`src/rtl/reorder_sequencer.sv`:
```
// Round-robin sequencer sharing one byte-reorder datapath between two word
// requesters and handing each reordered word to a multi-cycle execute stage.
module reorder_sequencer #(
  parameter int unsigned TIMEOUT = 64
) (
  input  logic        clk,
  input  logic        rst_n,
  input  logic        req0Valid,
  input  logic [39:0] req0Data,
  input  logic        req0Swap,
  output logic        req0Ready,
  input  logic        req1Valid,
  input  logic [39:0] req1Data,
  input  logic        req1Swap,
  output logic        req1Ready,
  output logic [39:0] reorderDataIn,
  output logic        reorderEnable,
  input  logic [39:0] reorderDataOut,
  output logic        execValid,
  output logic [39:0] execData,
  output logic        execSource,
  input  logic        execReady,
  input  logic        execDone,
  output logic        execTimeout,
  output logic        busy
);

  typedef enum logic [1:0] {
    IDLE      = 2'd0,
    ISSUE     = 2'd1,
    WAIT_DONE = 2'd2
  } state_e;

  localparam logic [15:0] TIMER_LAST = 16'(TIMEOUT - 1);

  state_e      state_q, state_d;
  logic        last_grant_q, last_grant_d;
  logic [15:0] timer_q, timer_d;
  logic [39:0] exec_data_q, exec_data_d;
  logic        exec_source_q, exec_source_d;

  logic grant_vld;
  logic grant_idx;

  // With both requesters valid, the one not served last wins.
  always_comb begin
    grant_vld = req0Valid | req1Valid;
    if (req0Valid && req1Valid) grant_idx = ~last_grant_q;
    else                        grant_idx = req1Valid;
  end

  // NOTE: every output and next-state variable gets a default before the case,
  // so no path through this block leaves one unassigned (no inferred latch).
  always_comb begin
    state_d       = state_q;
    last_grant_d  = last_grant_q;
    timer_d       = timer_q;
    exec_data_d   = exec_data_q;
    exec_source_d = exec_source_q;
    req0Ready     = 1'b0;
    req1Ready     = 1'b0;
    reorderDataIn = '0;
    reorderEnable = 1'b0;
    execTimeout   = 1'b0;

    unique case (state_q)
      IDLE: begin
        // Ready is held low while reset is asserted, even with a valid requester.
        if (grant_vld && rst_n) begin
          req0Ready     = ~grant_idx;
          req1Ready     = grant_idx;
          reorderDataIn = grant_idx ? req1Data : req0Data;
          reorderEnable = grant_idx ? req1Swap : req0Swap;
          exec_data_d   = reorderDataOut;
          exec_source_d = grant_idx;
          last_grant_d  = grant_idx;
          state_d       = ISSUE;
        end
      end
      ISSUE: begin
        if (execReady) begin
          timer_d = '0;
          state_d = WAIT_DONE;
        end
      end
      WAIT_DONE: begin
        timer_d = timer_q + 16'd1;
        if (execDone) begin
          state_d = IDLE;
        end else if (timer_q == TIMER_LAST) begin
          execTimeout = 1'b1;
          state_d     = IDLE;
        end
      end
      default: state_d = IDLE;
    endcase
  end

  // NOTE: sequential state uses non-blocking assignments so every register
  // samples the pre-edge values, independent of statement order.
  always_ff @(posedge clk or negedge rst_n) begin
    if (!rst_n) begin
      state_q       <= IDLE;
      last_grant_q  <= 1'b1;
      timer_q       <= '0;
      exec_data_q   <= '0;
      exec_source_q <= 1'b0;
    end else begin
      state_q       <= state_d;
      last_grant_q  <= last_grant_d;
      timer_q       <= timer_d;
      exec_data_q   <= exec_data_d;
      exec_source_q <= exec_source_d;
    end
  end

  assign execValid  = (state_q == ISSUE);
  assign busy       = (state_q != IDLE);
  assign execData   = exec_data_q;
  assign execSource = exec_source_q;

endmodule

```
`config.mk`:
```
export PLATFORM = sky130hd
export DESIGN_NAME = reorder_sequencer
export DESIGN_NICKNAME = d
export VERILOG_FILES = /design/src/rtl/reorder_sequencer.sv
export SDC_FILE = /design/constraint.sdc
export NUM_CORES = 1
export LEC_CHECK = 0
export ABC_CLOCK_PERIOD_IN_PS = 3900
export BUFFER_PORTS_ARGS = -buffer_cell sky130_fd_sc_hd__buf_4
export CORE_MARGIN = 8
export CORE_UTILIZATION = 37
export CTS_CLUSTER_DIAMETER = 40
export DETAILED_ROUTE_END_ITERATION = 8
export PLACE_DENSITY_LB_ADDON = 0.2
export SLEW_MARGIN = 30
export SYNTH_ARGS = -nofsm -noshare
export SYNTH_HDL_FRONTEND = slang
export SYNTH_SLANG_ARGS = --single-unit
```
`constraint.sdc`:
```
create_clock -name clk -period 3.9 [get_ports clk]
set_input_delay 0.195 -clock clk [delete_from_list [all_inputs] [get_ports clk]]
set_output_delay 0.195 -clock clk [all_outputs]
set_load 0.05 [all_outputs]
```
Word level (Yosys, flattened, before mapping) --
Index checks and enable logic that the tools add are counted.
Word-level totals: output and inout bits 87, logic and storage cells 44, flip-flop bits (word level) 60, input bits 128
Operators by class: equality and inequality tests 6, add/sub/neg operators 1, bitwise operators 3, reduce and logical (&&, ||, !) cells 8, muxes and demuxes 21
Operators by type and width (number):
- 2-to-1 mux 40 bit | 3
- case mux 16 bit (2 select lines) | 1
- adder 16 x 1 -> 16 bit, second input constant | 1
- equality test 16 x 6 -> 1 bit, second input constant | 1
- 2-to-1 mux 16 bit | 1
- 2-to-1 mux 1 bit | 11
- 2-to-1 mux 2 bit | 4
- case mux 2 bit (3 select lines) | 1
- AND reduction 2 bit | 2
- nonzero test 2 bit | 2
- != test 3 bit, second input constant | 1
- AND reduction 3 bit | 1
- equality test 2 x 1 -> 1 bit, second input constant | 1
- equality test 2 bit, second input constant | 1
- logical AND 1 bit | 2
- logical NOT 2 bit | 1
- != test 2 x 1 -> 1 bit, second input constant | 1
- != test 2 bit, second input constant | 1
- inverter 1 bit | 2
- bitwise OR 1 bit | 1

Logic depth before layout (Yosys ltp) --
word-level depth 5, depth in mapped cells 7, gate-level depth less buffers 5

Least setup slack after synthesis --
Ideal clock, no wire load.
kind reg-to-output, from register timer_q[0], to output port execTimeout, data arrival time 2.462 ns, path slack 1.243 ns, cell stages (with the launch flop) 5, path buffers 0, required time 3.705 ns, path through dfrtp_1 ha_1 and4_2 nand2_1 nor4_1
Between the ends: longest elaborated chain between the ends 4
Ends and longest elaborated chain:
- start: declaration | line 38 | logic [15:0] timer_q, timer_d;
- start signal: assignment | line 111 | timer_q <= timer_d;
- equality test 16 x 6 -> 1 bit | line 90 | end else if (timer_q == TIMER_LAST) begin
- 2-to-1 mux 1 bit | line 90
- 2-to-1 mux 1 bit | line 88 | if (execDone) begin
- 2-to-1 mux 1 bit | line 66 | unique case (state_q)
- end: declaration | line 24 | output logic execTimeout,
No other way between the ends.

Final worst setup path --
from register state_q[1], to output port reorderDataIn[27]
Between the ends: longest elaborated chain between the ends 2
Ends and longest elaborated chain:
- start: declaration | line 36 | state_e state_q, state_d;
- start signal: assignment | line 109 | state_q <= state_d;
- logical NOT 2 bit | line 66
- 2-to-1 mux 40 bit | line 66
- end: declaration | line 16 | output logic [39:0] reorderDataIn,
No other way between the ends.

==> impl_metrics.py <==
metrics = {
    "status": {
        "status": "finished clean",
    },
    "clock_network": {
        "htree_levels": 3,
        "cts_sinks": 60,
        "root_buffer": "clkbuf_8",
        "clk_pin_slew_ns": 0.07,
        "tritoncts": "done",
        "clk_path_buf_depth": 2,
        "insertion_delay_ns": 0.35,
        "cts-buffers-inserted": 9,
        "postCtsResizedCells": 0,
        "postCtsSetupRepairBufs": 0,
        "postCtsHoldBufs": 0,
    },
    "worst_setup_path": {
        "worstPathArrival_ns": 2.13,
        "crit_top_cell": "buf_4",
        "cp_cell_sequence": "nor3b_2, o21a_2, nor2b_2, buf_4, a22o_1, buf_4",
        "cpPeakStageDelay_ns": 0.42,
        "required_ns": 3.70,
        "rr_worst_depth": 4,
        "r2r-start": "state_q[1]",
        "crit_fanout": 43,
        "r2r_setup_slack_ns": 2.12,
        "critPathLaunchType": "register",
        "crit_slowest_cell": "dfrtp_1",
        "r2r-end": "execData[38]",
        "critPathKind": "reg -> out",
        "endpoint_kind": "output pin",
    },
    "sta": {
        "fmax_mhz": 430,
        "final_max_slew_viol_count": 0,
        "finalSetupViolCount": 0,
        "rsz0062_at_grt": "false",
        "hold_viol": 0,
        "worst_pin_slew_ns": 0.745,
        "finalCritPeriodShare_pct": 59.7,
        "period_needed_ns": 2.33,
        "setup_tns_ns": 0,
        "worst_slack_ns": 1.57,
        "slew_headroom_pct": 50.4,
        "skew_ns": 0.00973,
    },
    "cells_and_area": {
        "diodes": 0,
        "nFillCells": 711,
        "seqCellArea_um2": 1500,
        "areaGrowthSynthToFinish_pct": 59.9,
        "drive_above_1_share_pct": 60.6,
        "fin_nets": 599,
        "multi_input_area_um2": 1400,
    },
    "placement": {
        "globalplace.congestion": 0.806,
        "place_hpwl_um": 8650,
        "pre_cts_slack_ns": 1.92,
        "io_buffers": 214,
    },
    "drt": {
        "wl_um": 11100,
        "vias_per_cell": 5.11,
        "detail-route-antenna-nets": 0,
        "wl_per_cell_um": 19.1,
        "dr.pass1.iters": 4,
        "drcViolationCount": 0,
        "drt_iter0_drc": 161,
        "routed-via-count": 2961,
    },
    "grt": {
        "grt_pass1_wl_um": 16300,
        "grt-ovfl-total": 0,
        "antenna_found_initial": 1,
        "grt_max_degree": 61,
        "first_global_vias": 2785,
        "track_usage_pct": 18.5,
    },
    "synth": {
        "synthDistinctLibCells": 40,
        "synth_top_area_share_pct": 48.4,
        "yosys.area_share.simple_pct": 11.5,
        "yosysMostFrequentCell": "dfrtp_1",
        "synth-seq-cells": 60,
        "ys_seq_area_share_pct": 49.3,
        "ys_top_cells_by_area": "dfrtp_1, mux2_2, a22o_1",
        "synth_area_leader_cell": "dfrtp_1",
        "synthXorXnorAreaFrac_pct": 0,
        "ys_async_sr_fraction_pct": 100,
        "synth-edff-count": 0,
        "avgSynthCellArea_um2": 11.7,
        "synth_ff_type": "dfrtp_1",
        "synth_common_cells": "dfrtp_1, a22o_1, mux2_2",
        "synthAdderAreaFrac_pct": 0.411,
        "syn_inst": 261,
        "synth_nets": 390,
        "yosys_warnings": 0,
        "synth_top_family_by_area": "compound AO/OA/AOI/OAI gates",
        "syn_area_um2": 3050,
        "synthMuxAreaShare_pct": 14.8,
        "synth_compound_area_share_pct": 19.1,
    },
    "die": {
        "io_pins": 215,
        "core_area_um2": 8090,
        "die_x_um": 107,
        "die-area_um2": 11400,
        "start_util_pct": 37.7,
        "die_h_um": 107,
        "rows": 33,
    },
    "pwr": {
        "ir_worst_vdd_mv": 0.505,
        "leakage_nw": 2.44,
        "power_per_cell_area_nw_per_um2": 808,
    },
    "hold_path": {
        "hold_path.class": "in -> async",
    },
    "run": {
        "drv_cap": 0,
    },
}
==> registers in the layout, summed over array words and instances (netlist names) <==
signal        count
state_q           2
last_grant_q      1
timer_q          16
execData         40
execSource        1
==> metrics by stage <==
step | cells | area, um2 | hold slack (ns) | util, % | power, mW
after floorplan | 261 | 3050 | -0.101 | - | 2.70
after global placement | 564 | 4690 | 0.406 | 57.9 | 3.42
after detailed placement | 564 | 4690 | 0.408 | 57.9 | 3.46
after CTS | 580 | 4870 | 0.0398 | 60.2 | 3.97
after global routing | 580 | 4870 | 0.0426 | 60.2 | 4.12
final | 580 | 4870 | 0.0353 | 60.2 | 3.94
==> cells by family after synthesis <==
family	after synthesis
AO/OA/AOI/OAI	77
adder cells (fa/ha/maj)	1
buffers and inverters	24
flip-flops	60
multiplexers	40
AND/OR/NAND/NOR	59
==> how the worst max path moves through the flow <==
stage	to	start	slack, ns	cells past startpoint
floorplan	execTimeout	timer_q[0]	1.24	4
global placement	reorderDataIn[29]	state_q[1]	1.97	6
detailed placement	timer_q[3]	state_q[1]	1.92	5
CTS	reorderDataIn[29]	state_q[1]	1.56	6
global route	reorderDataIn[36]	state_q[1]	1.43	6
finish	reorderDataIn[27]	state_q[1]	1.57	6
==> routing by layer <==
metal	wire length (um)	vias to the layer above	track usage [%]
li1	-	1404	-
met4	195	2	5.13
met1	4080	1426	20.2
met5	13	-	0
met3	1020	17	8.58
met2	5780	112	31.5
==> worst max-delay path: cells and delay by family, from the launching register on <==
family          cells  cell delay (ns)
simple gates        2             0.35
compound gates      2             0.39
flops               1             0.42
buf+inv             2             0.61
==> placed cells by master (no fill, tap or decap), types with 6 or more instances in the layout <==
cell / instances
nand2_1: 15
a21oi_1: 6
mux2_2: 40
nor2_1: 9
buf_4: 219
clkbuf_8: 11
a22o_1: 42
o21ai_1: 6
dfrtp_1: 59
o21ai_0: 7
nand3_1: 7
==> layout make-up <==
cell class	instances	share of cell area, %
multi-input combinational	177	28.8
inverter	3	0.231
clock buffer	12	3.18
clock inverter	4	0.488
tap	105	2.70
sequential	60	30.8
timing repair buffer	219	33.7
==> report_power, final <==
group | internal (mW) | leakage [nW] | switching (mW)
logic | 0.797 | 1.61 | 1.58
clock network | 0.263 | 0.0961 | 0.245
registers | 0.891 | 0.734 | 0.160
(Power assumes the default switching activity.)
